**src/rtl/fir_mc_serial_core.sv**
```systemverilog
// Multi-channel FIR: per-channel delay lines, one shared coefficient bank, one signed multiplier, TAPS-cycle serial MAC.
// Optional FIR_SAT_EN: output rounded half-up to Q1.(BIT_PREC-1), saturated to BIT_PREC range and sign-extended.
module fir_mc_serial_core #(
  parameter int BIT_PREC = 8,
  parameter int TAPS     = 20,
  parameter int CHANNELS = 2,
  localparam int OUT_SIZE = 2*BIT_PREC+$clog2(TAPS),
  localparam int CH_W     = (CHANNELS>1) ? $clog2(CHANNELS) : 1,
  localparam int A_W      = $clog2(TAPS)
) (
  input  logic                       clk,
  input  logic                       rst,
  input  logic                       in_valid,
  output logic                       in_ready,
  input  logic signed [BIT_PREC-1:0] in_data,
  input  logic [CH_W-1:0]            in_ch,
  output logic                       out_valid,
  input  logic                       out_ready,
  output logic signed [OUT_SIZE-1:0] out_data,
  output logic [CH_W-1:0]            out_ch,
  input  logic                       coef_we,
  input  logic [A_W-1:0]             coef_addr,
  input  logic signed [BIT_PREC-1:0] coef_data,
  output logic                       busy
);

  typedef enum logic [1:0] {IDLE, MAC, OUT} state_t;

  state_t state, state_nxt;

  logic signed [BIT_PREC-1:0] coef  [TAPS];
  logic signed [BIT_PREC-1:0] dline [CHANNELS][TAPS];
  logic [A_W-1:0]             k;
  logic [CH_W-1:0]            ch;
  logic signed [OUT_SIZE-1:0] acc;
  logic signed [2*BIT_PREC-1:0] prod;
  logic signed [OUT_SIZE-1:0] prod_ext, sum, result;
  logic accept, ch_ok, coef_ok, last_tap;

  assign in_ready  = (state == IDLE) && !coef_we && !rst;
  assign accept    = in_valid && in_ready;
  assign out_valid = (state == OUT);
  assign busy      = (state != IDLE);
  assign last_tap  = (k == A_W'(TAPS-1));

  // Range checks collapse to constant-true when the index width exactly covers the range.
  if (CHANNELS == (1 << CH_W)) begin : g_ch_full
    assign ch_ok = 1'b1;
  end else begin : g_ch_part
    assign ch_ok = (in_ch < CH_W'(CHANNELS));
  end

  if (TAPS == (1 << A_W)) begin : g_a_full
    assign coef_ok = 1'b1;
  end else begin : g_a_part
    assign coef_ok = (coef_addr < A_W'(TAPS));
  end

  assign prod     = coef[k] * dline[ch][k];
  assign prod_ext = {{(OUT_SIZE-2*BIT_PREC){prod[2*BIT_PREC-1]}}, prod};
  assign sum      = acc + prod_ext;

`ifdef FIR_SAT_EN
  localparam logic signed [OUT_SIZE-1:0] HALF    = OUT_SIZE'(2**(BIT_PREC-2));
  localparam logic signed [OUT_SIZE-1:0] SAT_MAX = OUT_SIZE'(2**(BIT_PREC-1)-1);
  localparam logic signed [OUT_SIZE-1:0] SAT_MIN = OUT_SIZE'(-(2**(BIT_PREC-1)));
  logic signed [OUT_SIZE-1:0] rnd;

  always_comb begin
    rnd    = (sum + HALF) >>> (BIT_PREC-1);
    result = rnd;
    if (rnd > SAT_MAX)      result = SAT_MAX;
    else if (rnd < SAT_MIN) result = SAT_MIN;
  end
`else
  assign result = sum;
`endif

  always_ff @(posedge clk or posedge rst) begin
    if (rst) state <= IDLE;
    else     state <= state_nxt;
  end

  always_comb begin
    state_nxt = state;
    case (state)
      IDLE:    if (accept && ch_ok) state_nxt = MAC;
      MAC:     if (last_tap)        state_nxt = OUT;
      OUT:     if (out_ready)       state_nxt = IDLE;
      default:                      state_nxt = IDLE;
    endcase
  end

  always_ff @(posedge clk or posedge rst) begin
    if (rst) begin
      for (int i = 0; i < TAPS; i++) coef[i] <= '0;
      for (int c = 0; c < CHANNELS; c++)
        for (int i = 0; i < TAPS; i++) dline[c][i] <= '0;
      k        <= '0;
      ch       <= '0;
      acc      <= '0;
      out_data <= '0;
      out_ch   <= '0;
    end else begin
      if ((state == IDLE) && coef_we && coef_ok) coef[coef_addr] <= coef_data;
      // Out-of-range channels are consumed here without touching any delay line.
      if (accept && ch_ok) begin
        for (int i = TAPS-1; i > 0; i--) dline[in_ch][i] <= dline[in_ch][i-1];
        dline[in_ch][0] <= in_data;
        ch  <= in_ch;
        acc <= '0;
        k   <= '0;
      end
      if (state == MAC) begin
        acc <= sum;
        k   <= last_tap ? '0 : k + A_W'(1);
        if (last_tap) begin
          out_data <= result;
          out_ch   <= ch;
        end
      end
    end
  end

endmodule

```
**config.mk**
```make
export PLATFORM = sky130hd
export DESIGN_NAME = fir_mc_serial_core
export DESIGN_NICKNAME = d
export VERILOG_FILES = /design/src/rtl/fir_mc_serial_core.sv
export SDC_FILE = /design/constraint.sdc
export NUM_CORES = 1
export LEC_CHECK = 0
export BUFFER_PORTS_ARGS = -buffer_cell sky130_fd_sc_hd__buf_2
export CORE_MARGIN = 4
export CORE_UTILIZATION = 50
export CTS_CLUSTER_DIAMETER = 60
export CTS_CLUSTER_SIZE = 16
export DETAILED_ROUTE_END_ITERATION = 6
export GPL_TIMING_DRIVEN = 0
export HOLD_SLACK_MARGIN = 0.15
export PLACE_DENSITY_LB_ADDON = 0.25
export SYNTH_ARGS = -nofsm -noshare
export SYNTH_HDL_FRONTEND = slang
export SYNTH_SLANG_ARGS = --single-unit
```
**constraint.sdc**
```tcl
create_clock -name clk -period 33.7 [get_ports clk]
set_clock_uncertainty 0.2 [all_clocks]
set_input_delay 6.74 -clock clk [delete_from_list [all_inputs] [get_ports clk]]
set_output_delay 6.74 -clock clk [all_outputs]
set_load 0.005 [all_outputs]
```
==> results, run 1 <==
- The average detailed-routed wire length per instance is 24.0 um.
- The synthesis-to-finish area growth is 9.44%.
- The sequential-to-total area share from yosys stat is 0.483.
- The flip-flop and latch area is 13300 um^2.
- TritonCTS built the clock tree.
- The number of setup buffers added after CTS is 0.
- The total standard cell area after synthesis is 27500 um^2.
- The worst slack at placement is 19410 ps.
- The endpoint arrival time on the critical path is 7400 ps.
- In the synthesized netlist the dominant register cell turns out to be dfrtp_1.
- After synthesis, the share of flip-flops with an asynchronous set or reset is 1.00.
- The via count of the first global-routing pass came to around 18000.
- The maximum number of pins on one net before global-route repair is 128.
- After synthesis, the netlist uses slightly above 60 different library cells.
- The sum of net half-perimeters after detailed placement is 46900 um.
- The average size of a mapped cell is 14.3 um^2.
- In the finished design, the share of the clock period the worst path needs comes to 0.426.
- Measured on the finished design, the core utilization comes to 0.556.
- For this run, the top clock speed supported by timing is 69.7 MHz.
- Input and output buffers added on the ports amount to 43.
- For this run, the number of standard cells in the final layout without fillers is between 2000 and 3000.
- After the last flow step, the layout net total stands at 2179.
- Once detail routing completed, the nets flagged for antenna violations numbered 0.
- The worst setup path is launched from an input port.
- The number of antenna violations at the first check in global routing is 1.
- Adding up every negative setup slack in the final design gives 0 ps.
- The number of diodes added for antenna fixing is 0.
- Leaving out fill and tap cells, the most frequent cells in the layout are 531 x dfrtp_1, 481 x mux2_2, 126 x inv_1, 126 x mux4_2, 92 x fa_1.
- During synthesis, Yosys emitted a total of 0 warnings.
- The number of buffers inserted for hold repair after clock tree synthesis is 0.
- The clock transition time at the flip-flop clock pins of the worst setup and hold paths is ~70 ps.
- The count of final hold-check violations is 0.
- The total area inside the core boundary comes to 54100 um^2.
- In the final layout, the multi-input gates occupy 13200 um^2.
- Across every metal layer, demand over resource in global routing totals 0.227.
- Setup repair after global routing left no endpoint under its margin.
- The smallest setup slack after layout is 19360 ps.
- Of all nets on the critical path, the largest fanout is 3.
- The pin slew with the least headroom to its limit is ~1100 ps.
- The endpoint kind of the worst setup timing path is a primary output.
- The number of placed instances, taps included, is around 2700.
- The first detailed-routing pass ran for 5 iterations.
- By area the synthesized netlist is led by dfrtp_1 48%, mux2_2 20%, mux4_2 10%.
- The library cell used as clock root buffer is clkbuf_16.
- Setup violations remaining at the end of the flow were counted as 0.
- The share of the synthesized area in the top cell type is 0.483.
- The number of instances in the synthesized netlist is 1919.
- Wires add up to 65500 um.
- The first global-routing pass estimated 104000 um of wire.
- Max-cap violations in this run came to 0.
- The starting density of the core is 0.508.
- Gates resized during post-CTS repair numbered 0.
- The number of pins exceeding their max-slew limit in the final report is 0.
- In this run, the number of DRC markers left after iteration 0 of detailed routing was 1015.
- The number of enable flip-flop cells after synthesis is 0.
- The worst hold path belongs to the class reg -> reg.
- CTS saw ~530 sinks.
- The horizontal die dimension is 242 um.
- The worst setup path is of the in -> out kind.
- After synthesis the netlist holds a flip-flop and latch count of between 500 and 600.
- The H-tree was split into 2 levels.
- In this run the count of I/O pins placed on the die edge is 52.
- Row generation in the floorplan step produced 85 rows.
- The power per unit of standard cell area is 82.7 nW/um^2.
- The total congestion overflow after global routing is 0.
- The most common cell after layout, fill and taps aside is dfrtp_1.
- dfrtp_1 takes more of the synthesized area than any other cell.
- At the worst endpoint, the required time is 26760 ps.
- The number of clock buffers inserted by TritonCTS is 43.
- The run finished with clean final reports.
- The die span in y is 242 um.
- The insertion delay to the later sink of the worst-skew pair is 600 ps.
- The clock period could shrink to 14340 ps.
- Of the cells placed in the final design, the portion with a size suffix greater than 1 is 0.382.
- After detailed routing, the number of remaining DRC violations is 0.
- Fill cells in the final layout number 4300.
- The number of nets in the synthesized netlist is 2087.
- The congestion estimate from routability-driven global placement came to 0.865.
- The reported leakage power is 14.7 nW.
- On the final layout, the worst hold slack is about 270 ps.
- In the routed layout, each cell is associated on average with a via count of 5.96.
- The worst vdd rail ir drop is just over 0.00008 V.
- Counting along the longest clock path gives a buffer depth of 3.
- The area enclosed by the die boundary is 58800 um^2.
- The routed via count is 16200.
- The worst pin sits at a relative slew slack of 0.249.
worst paths after layout:
| kind | depth (start not counted) | slack (ps) | to | start |
|---|---|---|---|---|
| hold / removal | 2 | 270 | out_data[8] | out_data[8] |
| max in group asynchronous | 4 | 25580 | dline[24] | rst |
| setup / recovery | 3 | 19360 | in_ready | coef_we |
| hold reg to reg | 2 | 270 | out_data[8] | out_data[8] |
| setup reg to reg | 23 | 25360 | out_data[18] | k[1] |
| min in group asynchronous | 2 | 6190 | out_data[16] | rst |
state kept, by name (all words and copies together), names as in the netlist:
register and flops:
out_ch 1, dline 320, acc 21, ch 1, out_data 21, coef 160, state 2, k 5
per-stage QoR:
stage          instance area [um^2]  power [mW]
4_1_cts                       30100        2.50
2_1_floorplan                 27500        1.65
6_report                      30100        2.49
5_1_grt                       30100        2.67
3_3_place_gp                  28600        1.95
3_5_place_dp                  28700        1.97
kinds of logic (layout without fill, tap and decap cells):
group	Yosys count	count (layout)	synth area share
AOI/OAI and AO/OA	110	110	0.0271
muxes	655	655	0.319
and+or+nand+nor	226	226	0.0380
adders and majority gates	141	141	0.0893
DFF	531	531	0.483
xor gates and xnor gates	23	23	0.00733
buffers and inverters	233	345	0.0360
per-layer routing:
| layer | wire [um] | GRT usage |
|---|---|---|
| met1 | 28200 | 0.310 |
| met2 | 32500 | 0.384 |
| met3 | 3060 | 0.0341 |
| met4 | 1800 | 0.0647 |
| met5 | 0 | 0 |
synthesized netlist by cell type (23+ instances only):
cell      number
inv_1        127
a21oi_1       23
nand2_1       74
dfrtp_1      531
mux2i_1       35
fa_1          92
mux2_2       481
ha_1          49
buf_2         23
clkbuf_1      59
nor2_1        70
o21ai_0       26
mux4_2       126
report_power, final:
group	leakage [nW]	switching [mW]	internal, mW
Combinational	6.77	0.683	0.508
Sequential	7.27	0.0553	0.725
Clock	0.675	0.242	0.275
critical path, cell delays in order:
cell and delay (ps):
buf_2 180, nor3_2 310, buf_2 170
final cells by class:
class / instances / area share
sequential: 531 / 0.442
multi-input combinational: 1155 / 0.439
clock buffer: 54 / 0.0409
tap: 696 / 0.0289
buffer: 104 / 0.0168
inverter: 129 / 0.0163
timing repair buffer: 47 / 0.0108
clock inverter: 11 / 0.00516
Power figures use the tool's default switching activity.
==> inputs of run 2 (changes only) <==
==> constraint.sdc (replaced) <==
create_clock -name clk -period 13.9 [get_ports clk]
set_clock_uncertainty 0.2 [all_clocks]
set_input_delay 2.78 -clock clk [delete_from_list [all_inputs] [get_ports clk]]
set_output_delay 2.78 -clock clk [all_outputs]
set_load 0.005 [all_outputs]
==> results, run 2 (synthesized netlist as in run 1, its figures left out) <==
- The number of clock buffers inserted by TritonCTS is 45.
- Walking the worst path, the cells encountered are buf_2 -> buf_4 -> buf_4 -> buf_2 -> buf_2 -> nand3_1 -> nand3_2 -> and3_1 -> inv_2 -> fa_1 -> inv_1 -> fa_1 -> fa_1 -> fa_1 -> fa_1 -> ha_1 -> o211ai_1 -> a21oi_1 -> o31a_1 -> a31oi_1 -> o21ai_0 -> xnor2_1 -> o21ai_0.
- The deepest clock path buffer count is 3.
- The flip-flop count of the largest register, all copies and words added is 320.
- Of the cells placed in the final design, the portion with a size suffix greater than 1 is 0.388.
- 52 I/O pins were placed.
- The maximum number of pins on one net before global-route repair is 45.
- TritonCTS built the clock tree.
- The routed layout has 16300 vias.
- The total setup violations reported at the end of the flow is 0.
- Setup repair after global routing left no endpoint under its margin.
- The clock transition time at the flip-flop clock pins of the worst setup and hold paths is 60 ps.
- The worst setup path is of the reg -> reg kind.
- Summed over all cells, the static leakage comes to around 15 nW.
- The switching fraction of total power is 0.395.
- The total buffers and inverters traversed by the critical path is 7.
- The via count of the first global-routing pass is ~18000.
- The final net count is approximately 2200.
- The power share of the combinational group is 0.476.
- Setup total negative slack on the finished layout was measured at 0 ps.
- Tracing the worst setup path back leads to its startpoint at k[1].
- For this design the ratio of total power to cell area is 201 nW/um^2.
- The number of buffers inserted for hold repair after clock tree synthesis is 0.
- The internal power of the cells is 3.69 mW.
- The filler cell count in the final layout is 4326.
- For flop-to-flop paths, the worst setup slack is around 5600 ps.
- The worst slack at placement is 5580 ps.
- The proportion of power drawn by flip-flops and latches is 0.310.
- The first global-routing pass estimated around 100000 um of wire.
- The area enclosed by the die boundary is 58800 um^2.
- The count of final hold-check violations is 0.
- The final cycle utilization of the critical path is 0.598.
- In this run the tightest slew margin relative to its limit is 0.180.
- The post-route antenna net violation count is 0.
- The initial utilization of the core area, before any placement, comes to 0.508.
- The total overflow left after global routing is 0.
- In this run the tool buffered the top-level ports with 43 buffer cells.
- The DRC violation total after the first TritonRoute iteration is 988.
- The worst path in the final design needs a cycle of 8310 ps, including I/O delays and setup.
- The post-CTS setup-driven buffer insertion count is 0.
- The total net switching power is 2.41 mW.
- Across every metal layer, demand over resource in global routing totals 0.228.
- The endpoint arrival time on the critical path is 8550 ps.
- The worst setup path is captured at a register.
- The via count normalized by instance count is 5.93.
- The worst register-to-register path begins at k[1].
- The number of pins exceeding their max-slew limit in the final report was 0.
- Across the VDD grid, the largest voltage drop is 0.000184 V.
- Along the worst path, the maximum fanout reaches 14.
- The number of gates resized after CTS was 0.
- In this run the critical register-to-register path is captured at acc[18].
- The startpoint of the most critical hold path is out_data[0].
- The die span in y is around 240 um.
- The library cell used as clock root buffer is clkbuf_16.
- The area of the core is approximately 54000 um^2.
- The logic depth of the worst setup path including buffers is 23.
- The clock net sink count is 531.
- For the worst setup path, the data required time is around 14000 ps.
- The smallest setup slack after layout is roughly 5600 ps.
- The clock network power share is 0.213.
- The pin slew with the least headroom to its limit is 1230 ps.
- Wires add up to 65900 um.
- The most common cell after layout, fill and taps aside is dfrtp_1.
- The worst reg2reg path depth is 23.
- On the critical path, the stage with the largest delay is an instance of and3_1.
- The average detailed-routed wire length per instance is about 24 um.
- The tool flagged a number of max-cap violations equal to 0.
- The critical path startpoint category is a register.
- The number of diodes added for antenna fixing is 0.
- In the layout the commonest cells are 531 x dfrtp_1, 481 x mux2_2, 126 x inv_1, 126 x mux4_2, 92 x fa_1.
- The tightest hold path in the finished design has a slack of 269 ps.
- The horizontal die dimension is between 200 and 250 um.
- The synthesis-to-finish area growth is 10.4%.
- On the worst path, the slowest cell contributes a delay of ~850 ps.
- Broken down by cell family, the worst path's largest delay share belongs to adder cells.
- The first detailed-routing pass ran for 7 iterations.
- The number of antenna violations at the first check in global routing is 0.
- The sum of net half-perimeters after detailed placement is 47700 um.
- The clock tree synthesis step divided the H-tree into 2 levels.
- The floorplan has 85 rows.
- The flow ran to the end, and the final reports show no timing, DRC or antenna violations.
- After detailed routing, the number of remaining DRC violations is 0.
- The largest registers in the layout are dline x320, coef x160.
- The timing endpoint of the critical path is acc[18].
- In this design, the critical path's most frequently occurring cell is fa_1.
- The min-delay analysis places its worst path in the category reg -> reg.
- Derived from the worst setup path, the maximum achievable clock frequency is 120 MHz.
- At the end of routability-driven placement, the weighted congestion stood at 0.867.
- The largest register by flop count is dline.
- Clock latency on the worst-skew pair, taken at its later pin, is 590 ps.
-- run 2: cell types whose count changed in the layout (fill, tap and decap cells not counted), sizes merged --
cell / previous run / this run
clkinvlp: 2 / 3
clkbuf: 113 / 116
buf: 92 / 102
inv: 130 / 135
clkinv: 6 / 5
-- run 2: tightest hold or removal path, stage by stage (launching register included) --
cell,delay [ps]
dfrtp_1,340
nand2_1,50
nand2_1,50
-- run 2: routing by layer --
layer | global-route usage | wire length [um] | up-vias
met1 | 0.316 | 28500 | 8780
met4 | 0.0616 | 1770 | 0
li1 | - | - | 7023
met5 | 0 | 0 | -
met3 | 0.0278 | 2640 | 107
met2 | 0.385 | 33000 | 369
-- run 2: area by class of cell --
cell class	count	area, um^2	area share
sequential	531	13300	0.438
multi-input combinational	1155	13200	0.435
inverter	129	488	0.0161
clock inverter	16	181	0.00598
timing repair buffer	57	503	0.0166
buffer	104	507	0.0167
tap	696	871	0.0287
clock buffer	57	1290	0.0426
-- run 2: worst min-delay path by stage --
stage                        end  slack, ps  cells after the start
floorplan                 acc[5]        250                      2
global placement    out_data[10]        250                      2
detailed placement        out_ch        260                      2
finish               out_data[0]        270                      2
global route         out_data[7]        300                      2
CTS                       out_ch        270                      2
-- run 2: through the flow --
stage	utilization	instance area [um^2]	instances	power (mW)
after global placement	0.528	28600	2658	4.75
after detailed placement	0.533	28900	2672	4.80
after CTS	0.561	30300	2745	6.14
final	0.561	30300	2745	6.09
after global routing	0.561	30300	2745	6.54
after floorplan	-	27500	1919	4.01
-- run 2: power groups by stage --
stage	clock (mW)	combinational (mW)	sequential [mW]
after floorplan	0	2.13	1.88
after global placement	0	2.83	1.91
after detailed placement	0	2.88	1.92
after CTS	1.33	2.91	1.89
after global routing	1.39	3.23	1.92
final	1.30	2.90	1.89
==> inputs of run 3 (changes only) <==
==> constraint.sdc (replaced) <==
create_clock -name clk -period 7.75 [get_ports clk]
set_clock_uncertainty 0.2 [all_clocks]
set_input_delay 1.55 -clock clk [delete_from_list [all_inputs] [get_ports clk]]
set_output_delay 1.55 -clock clk [all_outputs]
set_load 0.005 [all_outputs]
==> results, run 3 (synthesized netlist as in run 1, its figures left out) <==
- The worst reg2reg path endpoint is out_data[17].
- The number of pins exceeding their max-slew limit in the final report is 0.
- Setup repair after global routing could not meet its margin everywhere.
- The die span in y is 242 um.
- The total buffers and inverters traversed by the critical path is 5.
- The final cycle utilization of the critical path is 0.969.
- The wire-length estimate of the detail-placed layout is 47700 um.
- The number of buffers inserted for hold repair after clock tree synthesis is 0.
- The critical path goes through buf_6 -> buf_4 -> clkbuf_4 -> mux4_2 -> mux2i_1 -> nor2_1 -> o31ai_4 -> nor2_1 -> fa_1 -> inv_1 -> fa_1 -> inv_1 -> fa_1 -> fa_1 -> fa_1 -> ha_1 -> a21o_1 -> a21oi_1 -> a21oi_1 -> a31o_2 -> o41a_1 -> xor2_1 -> mux2_2.
- The pin slew with the least headroom to its limit is between 1000 and 1500 ps.
- The register-to-register setup slack is 240 ps.
- The largest register by flop count is dline.
- The share of final-layout standard cells stronger than drive strength 1 is 0.395.
- In this run the worst setup path begins at ch.
- The count of final hold-check violations is 0.
- The floorplan step defined a die boundary enclosing between 50000 and 60000 um^2.
- The start of the worst register-to-register path is ch.
- The detailed router finished its first iteration with roughly 1000 violations.
- The routed design has 66300 um of wire.
- The power per unit of standard cell area is 363 nW/um^2.
- In the final layout, the registers with the most flip-flops are dline x320, coef x160.
- Summed over all cells, the static leakage comes to 14.9 nW.
- The flip-flop count of the largest register, all copies and words added is 320.
- Counting the buffers created by CTS gives 45.
- Along the worst path, the maximum fanout reaches 10.
- The average detailed-routed wire length per instance is 24.1 um.
- The clock drives 531 sinks.
- The filler cells instantiated in the layout total roughly 4300.
- The largest single stage delay on the critical path is between 500 and 600 ps.
- The class of the worst hold path is reg -> reg.
- The placed instances occupy a cell area of 28900 um^2.
- The TritonCTS clock tree is done.
- The deepest clock path buffer count is 3.
- The via count of the first global-routing pass is 17900.
- The routed layout has 16300 vias.
- For the worst setup path, the data arrival time is 7780 ps.
- During I/O placement, the number of pins put on the boundary was 52.
- The H-tree depth reported by CTS is 2.
- The number of antenna violations at the first check in global routing was 1.
- The first-pass GRT wire length is 105000 um.
- The total setup violations reported at the end of the flow is 0.
- The area of the core is 54100 um^2.
- The worst hold path terminates at out_data[0].
- The worst hold path begins at out_data[0].
- The critical path startpoint category is a register.
- By instance count, the cell type seen most on the critical path is fa_1.
- Clock-pin slew was measured on the worst setup and hold paths at about 70 ps.
- Measured along the x axis, the die boundary spans 242 um.
- The shortest clock period the worst path allows after layout is approximately 7500 ps.
- Max-cap violations in this run came to 0.
- Relative to the synthesized area, the layout overhead comes to 11.3%.
- In the routed design, unresolved DRC markers number 0.
- The post-route antenna net violation count is 0.
- The final standard cell area without fillers is 30600 um^2.
- The number of rows created at floorplan is 85.
- The top cell types in the final layout, fill and taps aside, are 530 x dfrtp_1, 481 x mux2_2, 126 x inv_1, 126 x mux4_2, 92 x fa_1.
- Data on the critical path is required at its endpoint by 8030 ps.
- The critical-path cell with the highest stage delay is fa_1.
- The hold-critical path depth is 2.
- The most common cell after layout, fill and taps aside is dfrtp_1.
- The final standard cell utilization of the core is 0.565.
- The total global-route track usage is 0.228.
- The insertion delay to the later sink of the worst-skew pair is 590 ps.
- The total congestion overflow after global routing is 0.
- After detailed routing, the number of vias per cell comes to 5.92.
- STA classifies the critical path endpoint as a register.
- The congestion estimate from routability-driven global placement came to 0.867.
- The final net count is between 2000 and 2500.
- The quantity of I/O buffers inserted on ports is 43.
- The smallest setup slack after layout is 243 ps.
- The maximum number of pins on one net before global-route repair is 45.
- The setup path with the least slack is of type reg -> reg.
- The library cell used as clock root buffer is clkbuf_16.
- The achievable clock frequency is 133 MHz.
- The flow ran to the end, and the final reports show no timing, DRC or antenna violations.
- The first-pass iteration count of the detailed router is 7.
- IR analysis of the VDD net gives a maximum drop of 0.000330 V.
- The worst slack at placement is -573 ps.
- The starting density of the core is 0.508.
- In this run the tightest slew margin relative to its limit is 0.183.
- The dominant delay contributor by cell family on the critical path is adder cells.
- The worst reg2reg path depth is 23.
## run 3: layout make-up
cell class | instances | area [um^2] | area share
buffer | 104 | 569 | 0.0186
tap | 696 | 871 | 0.0285
antenna | 1 | 2.50 | 0.0000818
clock buffer | 57 | 1290 | 0.0423
clock inverter | 16 | 181 | 0.00593
inverter | 129 | 488 | 0.0159
timing repair buffer | 66 | 583 | 0.0191
sequential | 531 | 13300 | 0.434
multi-input combinational | 1155 | 13300 | 0.435
## run 3: per-layer routing
metal / share of wire / global-route usage
met1: 0.43 / 0.309
met2: 0.49 / 0.377
met3: 0.046 / 0.0390
met4: 0.035 / 0.0801
met5: 0 / 0
## run 3: power breakdown
part	internal, mW	switching, mW	leakage (nW)
sequential	3.15	0.239	7.27
combinational	2.32	3.06	6.93
clock	1.26	1.08	0.725
total	6.73	4.37	14.9
## run 3: worst max-delay path by stage
stage	endpoint	slack, ps	depth (start not counted)
after global routing	out_data[17]	-40	23
final	out_data[17]	240	23
after global placement	dline[28]	-4090	2
after CTS	acc[18]	3	23
after detailed placement	out_data[18]	-570	23
after floorplan	acc[0]	-1220	1
## run 3: through the flow
stage               std cells  hold slack (ps)  power, mW  TNS (ps)
floorplan                1919              250       7.19   -646810
global placement         2658              253       8.51  -2156560
detailed placement       2672              258       8.61     -6000
CTS                      2746              275       11.0         0
global route             2754              299       11.9     -54.0
finish                   2755              269       11.1         0
## run 3: worst min-delay path, stage by stage, from the launching register on
cell and delay, ps:
dfrtp_1 340, nand2_1 50, nand2_1 50
## run 3: what timing repair did
action	in CTS	in global routing
pin swaps	1	5
endpoints found under the setup margin	19	16
gates resized for setup	20	22
hold endpoints to repair	0	0
buffers inserted	1	8
gates cloned	0	0
